===== src/rtl/pipe_ctrl_if.sv =====
// Handshake bundle between the 5-stage pipeline and its sequencer (pipe_ctrl).
// master: pipeline side (raises requests, consumes stall/flush).
// slave:  pipe_ctrl.
// Optional macro PIPE_MDU_WDOG_EN adds the mdu_timeout signal.
`timescale 1ns/1ps

interface pipe_ctrl_if;
  logic        stallreq_id;
  logic        stallreq_ex;
  logic        mdu_start;
  logic        mdu_done;
  logic        excp_valid;
  logic [31:0] excp_pc;
  logic [5:0]  stall;
  logic        flush;
  logic [31:0] new_pc;
  logic        mdu_cancel;
  logic        mdu_busy;
`ifdef PIPE_MDU_WDOG_EN
  logic        mdu_timeout;

  modport master (
    output stallreq_id, stallreq_ex, mdu_start, mdu_done, excp_valid, excp_pc,
    input  stall, flush, new_pc, mdu_cancel, mdu_busy, mdu_timeout
  );

  modport slave (
    input  stallreq_id, stallreq_ex, mdu_start, mdu_done, excp_valid, excp_pc,
    output stall, flush, new_pc, mdu_cancel, mdu_busy, mdu_timeout
  );
`else
  modport master (
    output stallreq_id, stallreq_ex, mdu_start, mdu_done, excp_valid, excp_pc,
    input  stall, flush, new_pc, mdu_cancel, mdu_busy
  );

  modport slave (
    input  stallreq_id, stallreq_ex, mdu_start, mdu_done, excp_valid, excp_pc,
    output stall, flush, new_pc, mdu_cancel, mdu_busy
  );
`endif
endinterface


===== src/rtl/pipe_ctrl.sv =====
// Central pipeline sequencer: merges ID/EX stall requests, sequences multi-cycle
// MDU ops through a start/done handshake and runs the exception flush.
// stall bits: [0]=PC [1]=IF [2]=ID [3]=EX [4]=MEM [5]=WB, 1 = stop.
// Optional macro PIPE_MDU_WDOG_EN enables the MDU_WAIT watchdog and mdu_timeout.
`timescale 1ns/1ps

module pipe_ctrl #(
  parameter int unsigned FLUSH_CYCLES   = 1,
  parameter int unsigned MDU_MAX_CYCLES = 64,
  parameter int unsigned CNT_W          = 7
) (
  input logic         clk,
  input logic         rst_n,
  pipe_ctrl_if.slave  bus
);

  typedef enum logic [1:0] {
    StRun     = 2'd0,
    StMduWait = 2'd1,
    StFlush   = 2'd2
  } state_e;

  localparam logic [5:0] StallAll = 6'b111111;
  localparam logic [5:0] StallEx  = 6'b001111;
  localparam logic [5:0] StallId  = 6'b000111;

  localparam logic [CNT_W-1:0] FlushLast = CNT_W'(FLUSH_CYCLES - 1);
`ifdef PIPE_MDU_WDOG_EN
  localparam logic [CNT_W-1:0] MduLast   = CNT_W'(MDU_MAX_CYCLES - 1);
`endif

  state_e            state_q, state_d;
  logic [CNT_W-1:0]  cnt_q, cnt_d;
  logic [31:0]       new_pc_q, new_pc_d;
  logic [CNT_W-1:0]  cnt_inc;
  logic [5:0]        stall_c;
  logic              cancel_c;
  logic              timeout_c;

  // Saturating increment shared by the MDU wait and flush counts.
  always_comb begin
    cnt_inc = (cnt_q == {CNT_W{1'b1}}) ? cnt_q : cnt_q + 1'b1;
  end

  // Next-state, counter, PC latch and combinational stall/cancel decode.
  always_comb begin
    state_d   = state_q;
    cnt_d     = cnt_q;
    new_pc_d  = new_pc_q;
    stall_c   = '0;
    cancel_c  = 1'b0;
    timeout_c = 1'b0;

    unique case (state_q)
      StRun: begin
        if (bus.excp_valid) begin
          stall_c  = StallAll;
          new_pc_d = bus.excp_pc;
          cnt_d    = '0;
          state_d  = StFlush;
        end else if (bus.mdu_start && !bus.mdu_done) begin
          stall_c = StallEx;
          cnt_d   = '0;
          state_d = StMduWait;
        end else begin
          // A single-cycle MDU op adds no stall, but ID/EX hazards still apply.
          if (bus.stallreq_ex) begin
            stall_c = StallEx;
          end else if (bus.stallreq_id) begin
            stall_c = StallId;
          end
        end
      end

      StMduWait: begin
        if (bus.excp_valid) begin
          stall_c  = StallAll;
          cancel_c = 1'b1;
          new_pc_d = bus.excp_pc;
          cnt_d    = '0;
          state_d  = StFlush;
        end else if (bus.mdu_done) begin
          // EX takes the result this cycle, so nothing stops.
          state_d = StRun;
`ifdef PIPE_MDU_WDOG_EN
        end else if (cnt_q == MduLast) begin
          stall_c   = StallEx;
          cancel_c  = 1'b1;
          timeout_c = 1'b1;
          state_d   = StRun;
`endif
        end else begin
          stall_c = StallEx;
          cnt_d   = cnt_inc;
        end
      end

      StFlush: begin
        cnt_d = cnt_inc;
        if (cnt_q == FlushLast) begin
          state_d = StRun;
        end
      end

      default: begin
        state_d = StRun;
      end
    endcase
  end

  // State, counter and redirect PC registers; async active-low reset.
  always_ff @(posedge clk or negedge rst_n) begin
    if (!rst_n) begin
      state_q  <= StRun;
      cnt_q    <= '0;
      new_pc_q <= 32'h0;
    end else begin
      state_q  <= state_d;
      cnt_q    <= cnt_d;
      new_pc_q <= new_pc_d;
    end
  end

  // Outputs; the combinational ones are forced quiet while reset is held.
  always_comb begin
    bus.stall       = rst_n ? stall_c : 6'b000000;
    bus.mdu_cancel  = rst_n & cancel_c;
    bus.flush       = (state_q == StFlush);
    bus.mdu_busy    = (state_q == StMduWait);
    bus.new_pc      = new_pc_q;
`ifdef PIPE_MDU_WDOG_EN
    bus.mdu_timeout = rst_n & timeout_c;
`endif
  end

endmodule


===== src/flat_wrapper.sv =====
// flat-port wrapper written by rule: the top's interface ports become plain ports
module pipe_ctrl_flat 
#(
  parameter int unsigned FLUSH_CYCLES   = 1,
  parameter int unsigned MDU_MAX_CYCLES = 64,
  parameter int unsigned CNT_W          = 7
)
  (clk, rst_n, bus_stallreq_id, bus_stallreq_ex, bus_mdu_start, bus_mdu_done, bus_excp_valid, bus_excp_pc, bus_stall, bus_flush, bus_new_pc, bus_mdu_cancel, bus_mdu_busy);
  pipe_ctrl_if bus_i ();
  input logic clk;
  input logic rst_n;
  input wire logic [$bits(bus_i.stallreq_id)-1:0] bus_stallreq_id;
  input wire logic [$bits(bus_i.stallreq_ex)-1:0] bus_stallreq_ex;
  input wire logic [$bits(bus_i.mdu_start)-1:0] bus_mdu_start;
  input wire logic [$bits(bus_i.mdu_done)-1:0] bus_mdu_done;
  input wire logic [$bits(bus_i.excp_valid)-1:0] bus_excp_valid;
  input wire logic [$bits(bus_i.excp_pc)-1:0] bus_excp_pc;
  output wire logic [$bits(bus_i.stall)-1:0] bus_stall;
  output wire logic [$bits(bus_i.flush)-1:0] bus_flush;
  output wire logic [$bits(bus_i.new_pc)-1:0] bus_new_pc;
  output wire logic [$bits(bus_i.mdu_cancel)-1:0] bus_mdu_cancel;
  output wire logic [$bits(bus_i.mdu_busy)-1:0] bus_mdu_busy;
  assign bus_i.stallreq_id = bus_stallreq_id;
  assign bus_i.stallreq_ex = bus_stallreq_ex;
  assign bus_i.mdu_start = bus_mdu_start;
  assign bus_i.mdu_done = bus_mdu_done;
  assign bus_i.excp_valid = bus_excp_valid;
  assign bus_i.excp_pc = bus_excp_pc;
  assign bus_stall = bus_i.stall;
  assign bus_flush = bus_i.flush;
  assign bus_new_pc = bus_i.new_pc;
  assign bus_mdu_cancel = bus_i.mdu_cancel;
  assign bus_mdu_busy = bus_i.mdu_busy;
  pipe_ctrl #(.FLUSH_CYCLES(FLUSH_CYCLES), .MDU_MAX_CYCLES(MDU_MAX_CYCLES), .CNT_W(CNT_W)) u_core (.clk(clk), .rst_n(rst_n), .bus(bus_i));
endmodule

===== config.mk =====
export PLATFORM = sky130hd
export DESIGN_NAME = pipe_ctrl_flat
export DESIGN_NICKNAME = d
export VERILOG_FILES = /design/src/rtl/pipe_ctrl_if.sv /design/src/rtl/pipe_ctrl.sv /design/src/flat_wrapper.sv
export SDC_FILE = /design/constraint.sdc
export NUM_CORES = 1
export LEC_CHECK = 0
export CORE_ASPECT_RATIO = 1.5
export CORE_MARGIN = 5
export CORE_UTILIZATION = 42
export DETAILED_ROUTE_END_ITERATION = 7
export PLACE_DENSITY = 0.86
export SLEW_MARGIN = 0
export SYNTH_ARGS = -nofsm -noshare
export SYNTH_HDL_FRONTEND = slang
export SYNTH_SLANG_ARGS = --single-unit

===== constraint.sdc =====
create_clock -name clk -period 3 [get_ports clk]
set_input_delay 0.9 -clock clk [delete_from_list [all_inputs] [get_ports clk]]
set_output_delay 0.9 -clock clk [all_outputs]
set_load 0.1 [all_outputs]

Word level (Yosys, flattened, before mapping)
Cells that the tools add are included.

word-level totals
  bits of input ports = 39
  register bits after elaboration = 41

cells by class
  $add $sub $neg = 1
  eq/ne operators = 7
  mux-type cells = 22
  bitwise gates (word level) = 1
  reduce and logical (&&, ||, !) cells = 9

operators by type and width
  cell                 number
  $mux 7               5
  $mux 6               5
  $pmux 7 s3           1
  $pmux 6 s2           1
  $mux 2               5
  $add 7x1->7 const B  1
  $eq 7x7->1 const B   1
  $logic_not 7->1      1
  $ne 3x3->1 const B   2
  $pmux 2 s3           1
  $reduce_and 3->1     2
  $mux 4               1
  $mux 3               1
  $ne 3x2->1 const B   1
  $reduce_bool 3->1    1
  $eq 2x1->1 const B   1
  $eq 2x2->1 const B   1
  $logic_not 2->1      1
  $mux 1               2
  $ne 2x1->1 const B   1
  $reduce_and 2->1     1
  $reduce_or 2->1      1
  $and 1x1->1          1
  $logic_and 1x1->1    1
  $logic_not 1->1      1

Logic depth before layout (Yosys ltp)
  depth in word-level cells = 6
  mapped depth = 8
  mapped depth without buffers = 6

Least setup slack after synthesis
Ideal clock, no wire load.

  kind = flip-flop to output port
  start point = register u_core.state_q[1]
  end point = output port bus_stall[1]
  data required time = 2.100 ns
  slack = -1.741 ns
  data arrival time = 3.841 ns
  path buffers = 1
  cell stages (with the launch flop) = 8
  cells stage by stage = dfrtp_1 inv_1 ha_1 a21o_1 a221oi_1 nor2b_1 o22ai_1 buf_4

on the way
  cells in the longest elaborated chain, start to end = 3

RTL lines
  element                 line                source
  start, declared         pipe_ctrl.sv:32     state_e state_q, state_d;
  start signal, assigned  pipe_ctrl.sv:114    state_q <= StRun;
  start signal, assigned  pipe_ctrl.sv:118    state_q <= state_d;
  $eq 2x1->1              n/a
  via bus_mdu_busy        flat_wrapper.sv:22  output wire logic [$bits(bus_i.mdu_busy)-1:0] bus_mdu_busy;
  $pmux 6 s2              pipe_ctrl.sv:54     unique case (state_q)
  $mux 6                  pipe_ctrl.sv:126    bus.stall = rst_n ? stall_c : 6'b000000;
  end, declared           flat_wrapper.sv:18  output wire logic [$bits(bus_i.stall)-1:0] bus_stall;

The timed path passes the listed nets, and every way through them passes these cells.

Final worst setup path
  start point = input port bus_mdu_start
  end point = output port bus_stall[1]

on the way
  cells in the longest elaborated chain, start to end = 5

RTL lines
  element            line                source
  start, declared    flat_wrapper.sv:14  input wire logic [$bits(bus_i.mdu_start)-1:0] bus_mdu_start;
  $logic_and 1x1->1  pipe_ctrl.sv:61     end else if (bus.mdu_start && !bus.mdu_done) begin
  $mux 6             pipe_ctrl.sv:61
  $mux 6             pipe_ctrl.sv:56     if (bus.excp_valid) begin
  $pmux 6 s2         pipe_ctrl.sv:54
  $mux 6             pipe_ctrl.sv:126

No other way between the ends.

==> impl_results.md <==
- FFs w/ async S/R, synth: 100.0%
- Buf/Inv on CP: 2
- Slowest cell on crit path: a221oi_4
- Critical Path AT: ~2 ns
- Wire per inst: between 15 and 20 um
- Adder-Cell Fraction of Synth Area: about 4.0%
- Tightest Pin Transition: ~0.41 ns
- Post-CTS Setup Bufs: 0
- DP HPWL: ~3500 um
- CP required: between 2 and 2.5 ns
- RSZ-0062 raised after global routing: no
- Total placed cells including tap cells: 272
- CTS Buffer Depth: 2
- DRT Wirelength: around 4500 um
- Die height: around 92 um
- Total Nets Final: 279
- Synth warn: 0
- CTS Hold Bufs: 0
- Kind of cell adding the most delay to the critical path: compound AO/OA/AOI/OAI gates
- Residual DRC: 0
- Overflow after GRT: 0
- CTS H-tree depth: 2
- Chip width: 64.69 um
- Commonest cells after routing, fill and taps aside: buf_4, dfrtp_1, mux2_2, clkdlybuf4s50_1, buf_12
- Antenna Nets Post-Route: 0
- CP max FO: 3
- Synth Instances: about 150
- Net Count, Synth: 190
- Initial antenna violation count: 0
- Core area: ~0.0043 mm2
- Multi-input gate area: just under 900 um2
- Outcome: finished clean
- Simple-gate portion of the synthesized area: 5.644%
- Compound-Gate Fraction of Synth Area: between 10% and 20%
- Clock tree root buffer cell: clkbuf_8
- Iter 0 DRT Violations: 32
- Rel. slew slack: about 73%
- Cts bufs inserted: 5
- Fin Clk Skew: around 0.0042 ns
- Clock Pin Slew Worst Setup and Hold Paths: around 0.08 ns
- Post-synthesis mux area share: between 20% and 30%
- Ys flop type: dfrtp_1
- Final Setup Violations: 0
- Row count: 29
- Layout Cells excl Fill: 281
- Final min period: 2.955 ns
- Sequential share of the synthesized area: a little over half
- Crit path capture type: primary output
- Pin count of the biggest net entering global routing: between 40 and 50
- Max_cap viols: 0
- Fraction of layout instances using a drive strength above 1: roughly 46%
- First-pass GRT wire length: 7176 um
- Setup TNS: 0 ns
- GRT Total Usage: 15.38%
- Final GP Congestion: about 0.82
- Die footprint: just under 0.006 mm2
- Syn Std Cell Area: 0.001884 mm2
- Top Ports: 80
- Sink Count: roughly 40
- CTS tree: yes
- Mean post-synth cell area: between 10 and 15 um2
- Port-buffer cells: slightly below 80
- Vias in the first global route: 1528
- Library cells used by synthesis: 34
- Final Hold Viols: 0
- Layout overhead on the synthesized area: 57.84%
- Antenna diode count: 0
- Number of synthesized flops with an enable pin: 0
- Max frequency: 338.4 MHz
- Synth Area in XOR/XNOR: 0%
- Slowest stage delay, CP: 0.25 ns
- # fillers: roughly 330
- Clk Latency, worst-skew pair: ~0.28 ns
- Leading cell type in the layout, fill and taps excluded: buf_4
- Slew Limit Fails: 0
- First-pass detailed-route iteration total: 4
- Vias: 1471
- Fin crit share: between 90% and 100%
- Initial core utilization: ~44%
- Sequential standard cell area: slightly above 0.001 mm2
- Register bit count reported by yosys: 41
- Routed vias/inst: 5.235
- CP cell instances: dlygate4sd2_1, a21o_1, a221oi_4, nor2b_4, o22ai_4, buf_12
- Worst setup SP type: input port
- Hold Crit Class: reg2reg
- Main combinational cell family by area after synthesis: multiplexers
- Kind of critical path: in2out
## cell families after synthesis
| group | after synthesis |
|---|---|
| flops | 41 |
| buf+inv | 15 |
| compound gates | 28 |
| simple gates | 20 |
| fa+ha+maj | 6 |
| mux | 35 |
## Yosys cell counts (2+ instances only)
master | count | area [um2]
ha_1 | 6 | 75.07
nor2b_1 | 3 | 18.77
and3_1 | 2 | 12.51
o21ai_1 | 2 | 10.01
clkbuf_1 | 2 | 7.510
a21oi_1 | 4 | 20.02
nor2_1 | 4 | 15.01
dfrtp_1 | 41 | 1026
mux2i_1 | 2 | 20.02
buf_2 | 3 | 15.01
mux2_2 | 33 | 371.6
inv_1 | 7 | 26.28
a22o_1 | 3 | 26.28
o21ai_0 | 6 | 30.03
buf_4 | 3 | 22.52
nand2_1 | 6 | 22.52
## registers in the layout, indices dropped and copies added, names as in the netlist
signal / flops
u_core.bus.new_pc: 32
u_core.cnt_q: 7
u_core.state_q: 2
## through the flow
stage          instance area, um2  setup WS (ns)  util [%]  hold WS [ns]
3_5_place_dp                 2836        -0.3200     66.25        0.4962
5_1_grt                      2974       0.002657     69.46        0.5290
6_report                     2974        0.04529     69.46        0.5106
4_1_cts                      2944       0.007275     68.76        0.5138
2_1_floorplan                1981        -0.1752         -        0.4986
3_3_place_gp                 2836        -0.2654     66.25        0.4883
## worst paths after layout
kind,start,to,slack [ns],cells after the start
worst max register to register,u_core.state_q[0],u_core.bus.new_pc[9],1.06,6
worst max-delay path,bus_mdu_start,bus_stall[1],0.05,6
worst min-delay path,u_core.bus.new_pc[3],u_core.bus.new_pc[3],0.51,1
min in group asynchronous,rst_n,u_core.state_q[0],0.60,2
max in group asynchronous,rst_n,u_core.bus.new_pc[18],2.24,2
worst min register to register,u_core.bus.new_pc[3],u_core.bus.new_pc[3],0.51,1
## layout make-up
class                           instances  area share [%]
Clock buffer                            7           2.903
Tap cell                               46           1.935
Sequential cell                        41           34.50
Timing Repair Buffer                   90           29.49
Clock inverter                          1           1.010
Multi-Input combinational cell         89           29.28
Inverter                                7          0.8835
## worst reg2reg max path, cell delays in order (launching register included)
cell     delay [ns]
dfrtp_1        0.43
inv_2          0.08
ha_2           0.20
buf_4          0.16
o21ai_4        0.16
buf_4          0.40
mux2_2         0.40
## timing repair
item | in CTS | in global routing
resized for setup | 7 | 4
gates cloned | 0 | 1
endpoints found under the setup margin | 4 | 3
pin swaps | 2 | 2
## metal layers
metal / global-route usage, % / up-vias / wire, um
li1: - / 695 / -
met1: 17.10 / 710 / 1628
met2: 27.24 / 62 / 2386
met3: 5.379 / 4 / 412
met4: 4.762 / 0 / 40
met5: 0 / - / 0
Power is left out: the tool's default activity adds up to more than one toggle a clock period on the data nets, which glitch-free logic cannot reach.
